### src/rtl/dmem_access_unit.sv
// rtl/dmem_access_unit.sv - data-memory load/store sequencer producing word-aligned req/gnt/rvalid bus beats
//
// Purpose:
//   Accepts one load or store from the MEM stage, issues one (or, when
//   DMEM_MISALIGNED_SPLIT_EN is defined, two) word-aligned bus beats with byte
//   enables, extends returned load data and pulses o_done when finished.
//   Without DMEM_MISALIGNED_SPLIT_EN a lane-crossing access is rejected with
//   o_misaligned and never reaches the bus.
//
// Ports:
//   i_clk, i_rst_n                 clock, synchronous active-low reset
//   i_mem_read, i_mem_write        request (held until o_done; write wins)
//   i_d_size, i_d_unsigned         00 byte / 01 half / 1x word, zero-extend load
//   i_addr, i_wdata                byte address, LSB-aligned store data
//   o_stall, o_done, o_rdata       pipeline stall, completion pulse, load data
//   o_misaligned                   crossing access rejected (pulses with o_done)
//   o_bus_req/we/addr/be/wdata     beat request towards memory/fabric
//   i_bus_gnt, i_bus_rvalid/rdata  beat accept and beat response
module dmem_access_unit #(
  parameter int ADDR_W = 32,
  parameter int DATA_W = 32
) (
  input  logic              i_clk,
  input  logic              i_rst_n,
  input  logic              i_mem_read,
  input  logic              i_mem_write,
  input  logic [1:0]        i_d_size,
  input  logic              i_d_unsigned,
  input  logic [ADDR_W-1:0] i_addr,
  input  logic [DATA_W-1:0] i_wdata,
  output logic              o_stall,
  output logic              o_done,
  output logic [DATA_W-1:0] o_rdata,
  output logic              o_misaligned,
  output logic              o_bus_req,
  output logic              o_bus_we,
  output logic [ADDR_W-1:0] o_bus_addr,
  output logic [3:0]        o_bus_be,
  output logic [DATA_W-1:0] o_bus_wdata,
  input  logic              i_bus_gnt,
  input  logic              i_bus_rvalid,
  input  logic [DATA_W-1:0] i_bus_rdata
);

  typedef enum logic [2:0] {IDLE, REQ0, RSP0, REQ1, RSP1, DONE} state_t;

  state_t            state;
  logic [1:0]        off_q;
  logic [1:0]        size_q;
  logic              uns_q;

  // Lane geometry of the incoming request: an 8-lane window covering two words.
  logic [1:0]        off;
  logic [3:0]        mask;
  logic [7:0]        lanes;
  logic              crossing;
  logic [ADDR_W-1:0] beat0_addr;
  logic [DATA_W-1:0] beat0_wdata;

  always_comb begin
    off = i_addr[1:0];
    case (i_d_size)
      2'b00:   mask = 4'h1;
      2'b01:   mask = 4'h3;
      default: mask = 4'hF;
    endcase
    lanes    = {4'h0, mask} << off;
    crossing = |lanes[7:4];
  end

  assign beat0_addr  = {i_addr[ADDR_W-1:2], 2'b00};
  assign beat0_wdata = i_wdata << {off, 3'b000};

`ifdef DMEM_MISALIGNED_SPLIT_EN
  logic              split_q;
  logic [ADDR_W-1:0] b1_addr_q;
  logic [3:0]        b1_be_q;
  logic [DATA_W-1:0] b1_wdata_q;
  logic [DATA_W-1:0] rdata0_q;
  logic [DATA_W-1:0] beat1_wdata;

  // The bytes that spilled past lane 3 land at the bottom of the next word.
  assign beat1_wdata = i_wdata >> (6'd32 - {1'b0, off, 3'b000});
`endif

  // Load extraction: the two response words form a 64-bit window shifted down
  // by the byte offset; the final word arrives on i_bus_rdata in this cycle.
  logic [DATA_W-1:0] lo_word;
  logic [DATA_W-1:0] hi_word;
  logic [DATA_W-1:0] ld_shift;
  logic [DATA_W-1:0] ld_ext;

  always_comb begin
`ifdef DMEM_MISALIGNED_SPLIT_EN
    lo_word = (state == RSP0) ? i_bus_rdata : rdata0_q;
    hi_word = (state == RSP1) ? i_bus_rdata : 32'h0;
`else
    lo_word = i_bus_rdata;
    hi_word = 32'h0;
`endif
    ld_shift = 32'({hi_word, lo_word} >> {off_q, 3'b000});
    case (size_q)
      2'b00:   ld_ext = uns_q ? {24'h0, ld_shift[7:0]}  : {{24{ld_shift[7]}},  ld_shift[7:0]};
      2'b01:   ld_ext = uns_q ? {16'h0, ld_shift[15:0]} : {{16{ld_shift[15]}}, ld_shift[15:0]};
      default: ld_ext = ld_shift;
    endcase
  end

  assign o_stall = (i_mem_read | i_mem_write) & ~o_done;

  always_ff @(posedge i_clk) begin
    if (!i_rst_n) begin
      state        <= IDLE;
      off_q        <= 2'b00;
      size_q       <= 2'b00;
      uns_q        <= 1'b0;
      o_done       <= 1'b0;
      o_rdata      <= '0;
      o_misaligned <= 1'b0;
      o_bus_req    <= 1'b0;
      o_bus_we     <= 1'b0;
      o_bus_addr   <= '0;
      o_bus_be     <= 4'h0;
      o_bus_wdata  <= '0;
`ifdef DMEM_MISALIGNED_SPLIT_EN
      split_q      <= 1'b0;
      b1_addr_q    <= '0;
      b1_be_q      <= 4'h0;
      b1_wdata_q   <= '0;
      rdata0_q     <= '0;
`endif
    end else begin
      case (state)
        IDLE: begin
          if (i_mem_read | i_mem_write) begin
            off_q  <= off;
            size_q <= i_d_size;
            uns_q  <= i_d_unsigned;
`ifdef DMEM_MISALIGNED_SPLIT_EN
            split_q     <= crossing;
            b1_addr_q   <= beat0_addr + ADDR_W'(4);
            b1_be_q     <= lanes[7:4];
            b1_wdata_q  <= beat1_wdata;
            o_bus_req   <= 1'b1;
            o_bus_we    <= i_mem_write;
            o_bus_addr  <= beat0_addr;
            o_bus_be    <= lanes[3:0];
            o_bus_wdata <= beat0_wdata;
            state       <= REQ0;
`else
            if (crossing) begin
              // Rejected before touching the bus.
              o_done       <= 1'b1;
              o_misaligned <= 1'b1;
              o_rdata      <= '0;
              state        <= DONE;
            end else begin
              o_bus_req   <= 1'b1;
              o_bus_we    <= i_mem_write;
              o_bus_addr  <= beat0_addr;
              o_bus_be    <= lanes[3:0];
              o_bus_wdata <= beat0_wdata;
              state       <= REQ0;
            end
`endif
          end
        end
        REQ0: begin
          if (i_bus_gnt) begin
            o_bus_req <= 1'b0;
            state     <= RSP0;
          end
        end
        RSP0: begin
          if (i_bus_rvalid) begin
`ifdef DMEM_MISALIGNED_SPLIT_EN
            if (split_q) begin
              rdata0_q    <= i_bus_rdata;
              o_bus_req   <= 1'b1;
              o_bus_addr  <= b1_addr_q;
              o_bus_be    <= b1_be_q;
              o_bus_wdata <= b1_wdata_q;
              state       <= REQ1;
            end else begin
              o_done  <= 1'b1;
              o_rdata <= o_bus_we ? '0 : ld_ext;
              state   <= DONE;
            end
`else
            o_done  <= 1'b1;
            o_rdata <= o_bus_we ? '0 : ld_ext;
            state   <= DONE;
`endif
          end
        end
`ifdef DMEM_MISALIGNED_SPLIT_EN
        REQ1: begin
          if (i_bus_gnt) begin
            o_bus_req <= 1'b0;
            state     <= RSP1;
          end
        end
        RSP1: begin
          if (i_bus_rvalid) begin
            o_done  <= 1'b1;
            o_rdata <= o_bus_we ? '0 : ld_ext;
            state   <= DONE;
          end
        end
`endif
        DONE: begin
          // Request inputs are still high here; they are deliberately ignored.
          o_done       <= 1'b0;
          o_misaligned <= 1'b0;
          o_rdata      <= '0;
          o_bus_we     <= 1'b0;
          state        <= IDLE;
        end
        default: state <= IDLE;
      endcase
    end
  end

endmodule
### config.mk
export PLATFORM = sky130hd
export DESIGN_NAME = dmem_access_unit
export DESIGN_NICKNAME = d
export VERILOG_FILES = /design/src/rtl/dmem_access_unit.sv
export SDC_FILE = /design/constraint.sdc
export NUM_CORES = 1
export LEC_CHECK = 0
export BUFFER_PORTS_ARGS = -buffer_cell sky130_fd_sc_hd__buf_2
export CORE_UTILIZATION = 48
export CTS_CLUSTER_DIAMETER = 120
export DETAILED_ROUTE_END_ITERATION = 8
export GPL_TIMING_DRIVEN = 0
export PLACE_DENSITY_LB_ADDON = 0.25
export REMOVE_ABC_BUFFERS = 1
export SYNTH_ARGS = -nofsm -noshare
export SYNTH_HDL_FRONTEND = slang
export SYNTH_SLANG_ARGS = --single-unit
export TNS_END_PERCENT = 20
### constraint.sdc
create_clock -name i_clk -period 2.17 [get_ports i_clk]
set_input_delay 0.1085 -clock i_clk [delete_from_list [all_inputs] [get_ports i_clk]]
set_output_delay 0.1085 -clock i_clk [all_outputs]
set_load 0.01 [all_outputs]
==> flow_summary.ini <==
[drt]
antenna_left = 0
vias_per_cell = 5.38
drc = 0
drt_iter0_markers = 387
dr.pass1.iters = 7
vias = 4767
wl_per_cell_um = 15.1
wl_um = 13400

[pwr]
peakVddDrop_mv = 0.416
power_density_mw_per_mm2 = 649
leakage_nw = 2.97

[setup_path]
cp.required_ns = 2.46
r2r_start = state[2]
worstPathArrival_ns = 2.31
rr_endpoint = o_rdata[23]
critPathKind = reg -> reg
rr_worst_depth = 4
r2r_slack_ns = 0.14
cp-end-kind = flop
path_cells = nand2b_1 -> or3_1 -> nor2_2 -> a221o_1
start_kind = flop
path_max_fanout = 11
crit_family = simple AND/OR/NAND/NOR gates
slowest_delay_ns = 0.64
cp_num_buf_inv = 0
cp_slowest_cell = or3_1

[clocking]
clockBufferDepth = 2
cts_tree = built
clk_pin_slew_worst_paths_ns = 0.10
clock-sinks = 110
htreeDepth = 3
insertion_delay_ns = 0.36
root_buffer = clkbuf_8
numCtsBuffers = 9

[global_routing]
grt_usage = 0.233
grt_pass1_vias = 4367
grt_pass1_wl_um = 21100
antenna_found_initial = 0
grt_max_degree = 87
grt-ovfl-total = 0

[yosys]
synth-simple-area-share = 0.173
ys_ff_latch = 110
synth-seq-area-share = 0.429
yosysMostFrequentCell = dfxtp_1
synth_area_leader_cell = dfxtp_1
synth-xor-area-share = 0
yosysUniqueCellTypes = 45
syn_area_per_cell_um2 = 9.36
synth_area_leaders = dfxtp_1, a21boi_0, nand2_1
synth-compound-area-share = 0.230
synth_flop_cell = dfxtp_1
netlist.area_leader.share = 0.429
synthAdderAreaFrac = 0
ys_warn_count = 0
synth-edff-count = 0
synthMuxAreaShare = 0.119
synth-async-reset-ratio = 0
synth_cells = 548
synth_top_family_by_area = compound AO/OA/AOI/OAI gates
netlist_area_mm2 = 0.00513
synth_common_cells = dfxtp_1, nand2_1, a21boi_0

[final_layout]
fin_nets = 850
syn_to_final_growth_pct = 29.7
design_area_mm2 = 0.00666
drive_above_1_share = 0.353
insertedDiodeCount = 0

[timing]
fmax_mhz = 494
fin_tns_setup_ns = 0
finClkSkew_ns = 0.0172
whs_ns = 0.00912
worst-slew-pin-transition_ns = 0.895
rsz0062_at_grt = no
period_share = 0.933
max_slew_margin = 0.401
drv_slew = 0
period_needed_ns = 2.03
finalSetupViolCount = 0
finalHoldViolations = 0

[job]
maxCapViolCount = 0

[die]
die_area_mm2 = 0.0111
core_area_mm2 = 0.0103
start_util = 0.497
top_level_ports = 210
die_y_um = 105
die_x_um = 105
placementRows = 37

[placement]
place_area_mm2 = 0.00618
io_buffers = 207
routabilityCongestion = 0.806
dp_hpwl_um = 9220

[hold_path]
min_path_type = in -> reg
hp-start = i_addr[18]
hold_path_end = o_bus_addr[18]
hold_depth = 3

[run_status]
status = complete, no violations
==> per-stage QoR <==
stage          instances  power (W)  worst slack [ns]  utilization
2_1_floorplan        497    0.00278            -0.886            -
3_3_place_gp         840    0.00315             -2.21        0.590
3_5_place_dp         844    0.00321            -0.907        0.599
4_1_cts              886    0.00435         -0.000227        0.642
5_1_grt              886    0.00455            0.0374        0.645
6_report             886    0.00432             0.145        0.645
==> cell type report <==
class,instances,area [um2]
well taps,136,170
fillers,888,3670
repair buffers,237,1380
clock buffers,12,135
multi-input cells,386,2730
inverters,1,3.75
flip-flops and latches,110,2210
clock inverters,4,31.3
==> logic make-up after synthesis <==
family | count (synthesis)
AO/OA/AOI/OAI | 153
buffers and inverters | 53
flip-flops | 110
multiplexers | 49
other | 1
AND/OR/NAND/NOR | 182
==> cells in the final DEF, fill, tap and decap left out, types with 2 or more instances in the layout <==
cell / synthesis / layout
dfxtp_1: 110 / 108
nor2_1: 11 / 10
a221o_1: 16 / 16
buf_4: 2 / 3
o211ai_1: 17 / 17
o211a_1: 9 / 9
dlygate4sd3_1: 0 / 23
buf_2: 16 / 206
conb_1: 1 / 2
a21boi_0: 55 / 55
buf_8: 0 / 3
nand2_1: 103 / 103
or3_1: 12 / 12
a22oi_1: 8 / 8
clkinvlp_4: 0 / 3
o2bb2ai_1: 16 / 16
nor2b_1: 12 / 12
dfxtp_4: 0 / 2
mux2_2: 16 / 16
mux4_2: 8 / 8
a21oi_1: 11 / 11
nand3_1: 10 / 10
and2_1: 8 / 8
o21ai_0: 15 / 15
clkbuf_1: 27 / 3
nand2b_1: 2 / 2
mux2i_1: 25 / 25
nand3b_1: 11 / 11
clkbuf_8: 0 / 9
==> state kept, by name, indices dropped and copies added, names as in the netlist <==
| name | flops |
|---|---|
| o_bus_addr | 30 |
| o_bus_be | 4 |
| o_bus_req | 1 |
| o_bus_wdata | 32 |
| o_bus_we | 1 |
| o_done | 1 |
| o_misaligned | 1 |
| o_rdata | 32 |
| off_q | 2 |
| size_q | 2 |
| state | 3 |
| uns_q | 1 |
==> power by group <==
part	total (W)	internal, W	switching (W)
logic	0.000968	0.000457	0.000511
registers	0.00225	0.00214	0.000105
clock network	0.00110	0.000425	0.000677
total	0.00432	0.00303	0.00129
==> layer usage <==
metal / vias to the layer above / part of all wire / routed length [um] / GRT usage
met5: - / 0 / 0 / 0
met2: 165 / 0.49 / 6520 / 0.401
met4: 0 / 0.0096 / 129 / 0.0533
met1: 2240 / 0.44 / 5900 / 0.302
li1: 2352 / - / - / -
met3: 10 / 0.061 / 816 / 0.0445
==> worst register-to-register path: stages (launching register included) <==
cell      delay, ns
dfxtp_1        0.37
nand2b_1       0.19
or3_1          0.64
nor2_2         0.52
a221o_1        0.23
==> repair_timing <==
item | 4_1_cts | 5_1_grt
hold buffers | 23 | 0
buffers inserted | 3 | 0
resized for setup | 5 | 6
endpoints found under the setup margin | 42 | 39
pin swaps | 3 | 0
hold endpoints to repair | 23 | 0
==> worst max-delay path by stage <==
stage | start | endpoint | slack (ns) | cells past startpoint
2_1_floorplan | off_q[0] | o_rdata[16] | -0.89 | 4
3_3_place_gp | i_addr[0] | o_bus_wdata[10] | -2.21 | 5
3_5_place_dp | i_rst_n | o_rdata[21] | -0.91 | 5
4_1_cts | state[2] | o_rdata[23] | -0.0002 | 4
5_1_grt | state[1] | o_rdata[18] | 0.04 | 4
6_report | state[2] | o_rdata[23] | 0.14 | 4
Power figures use the tool's default switching activity.
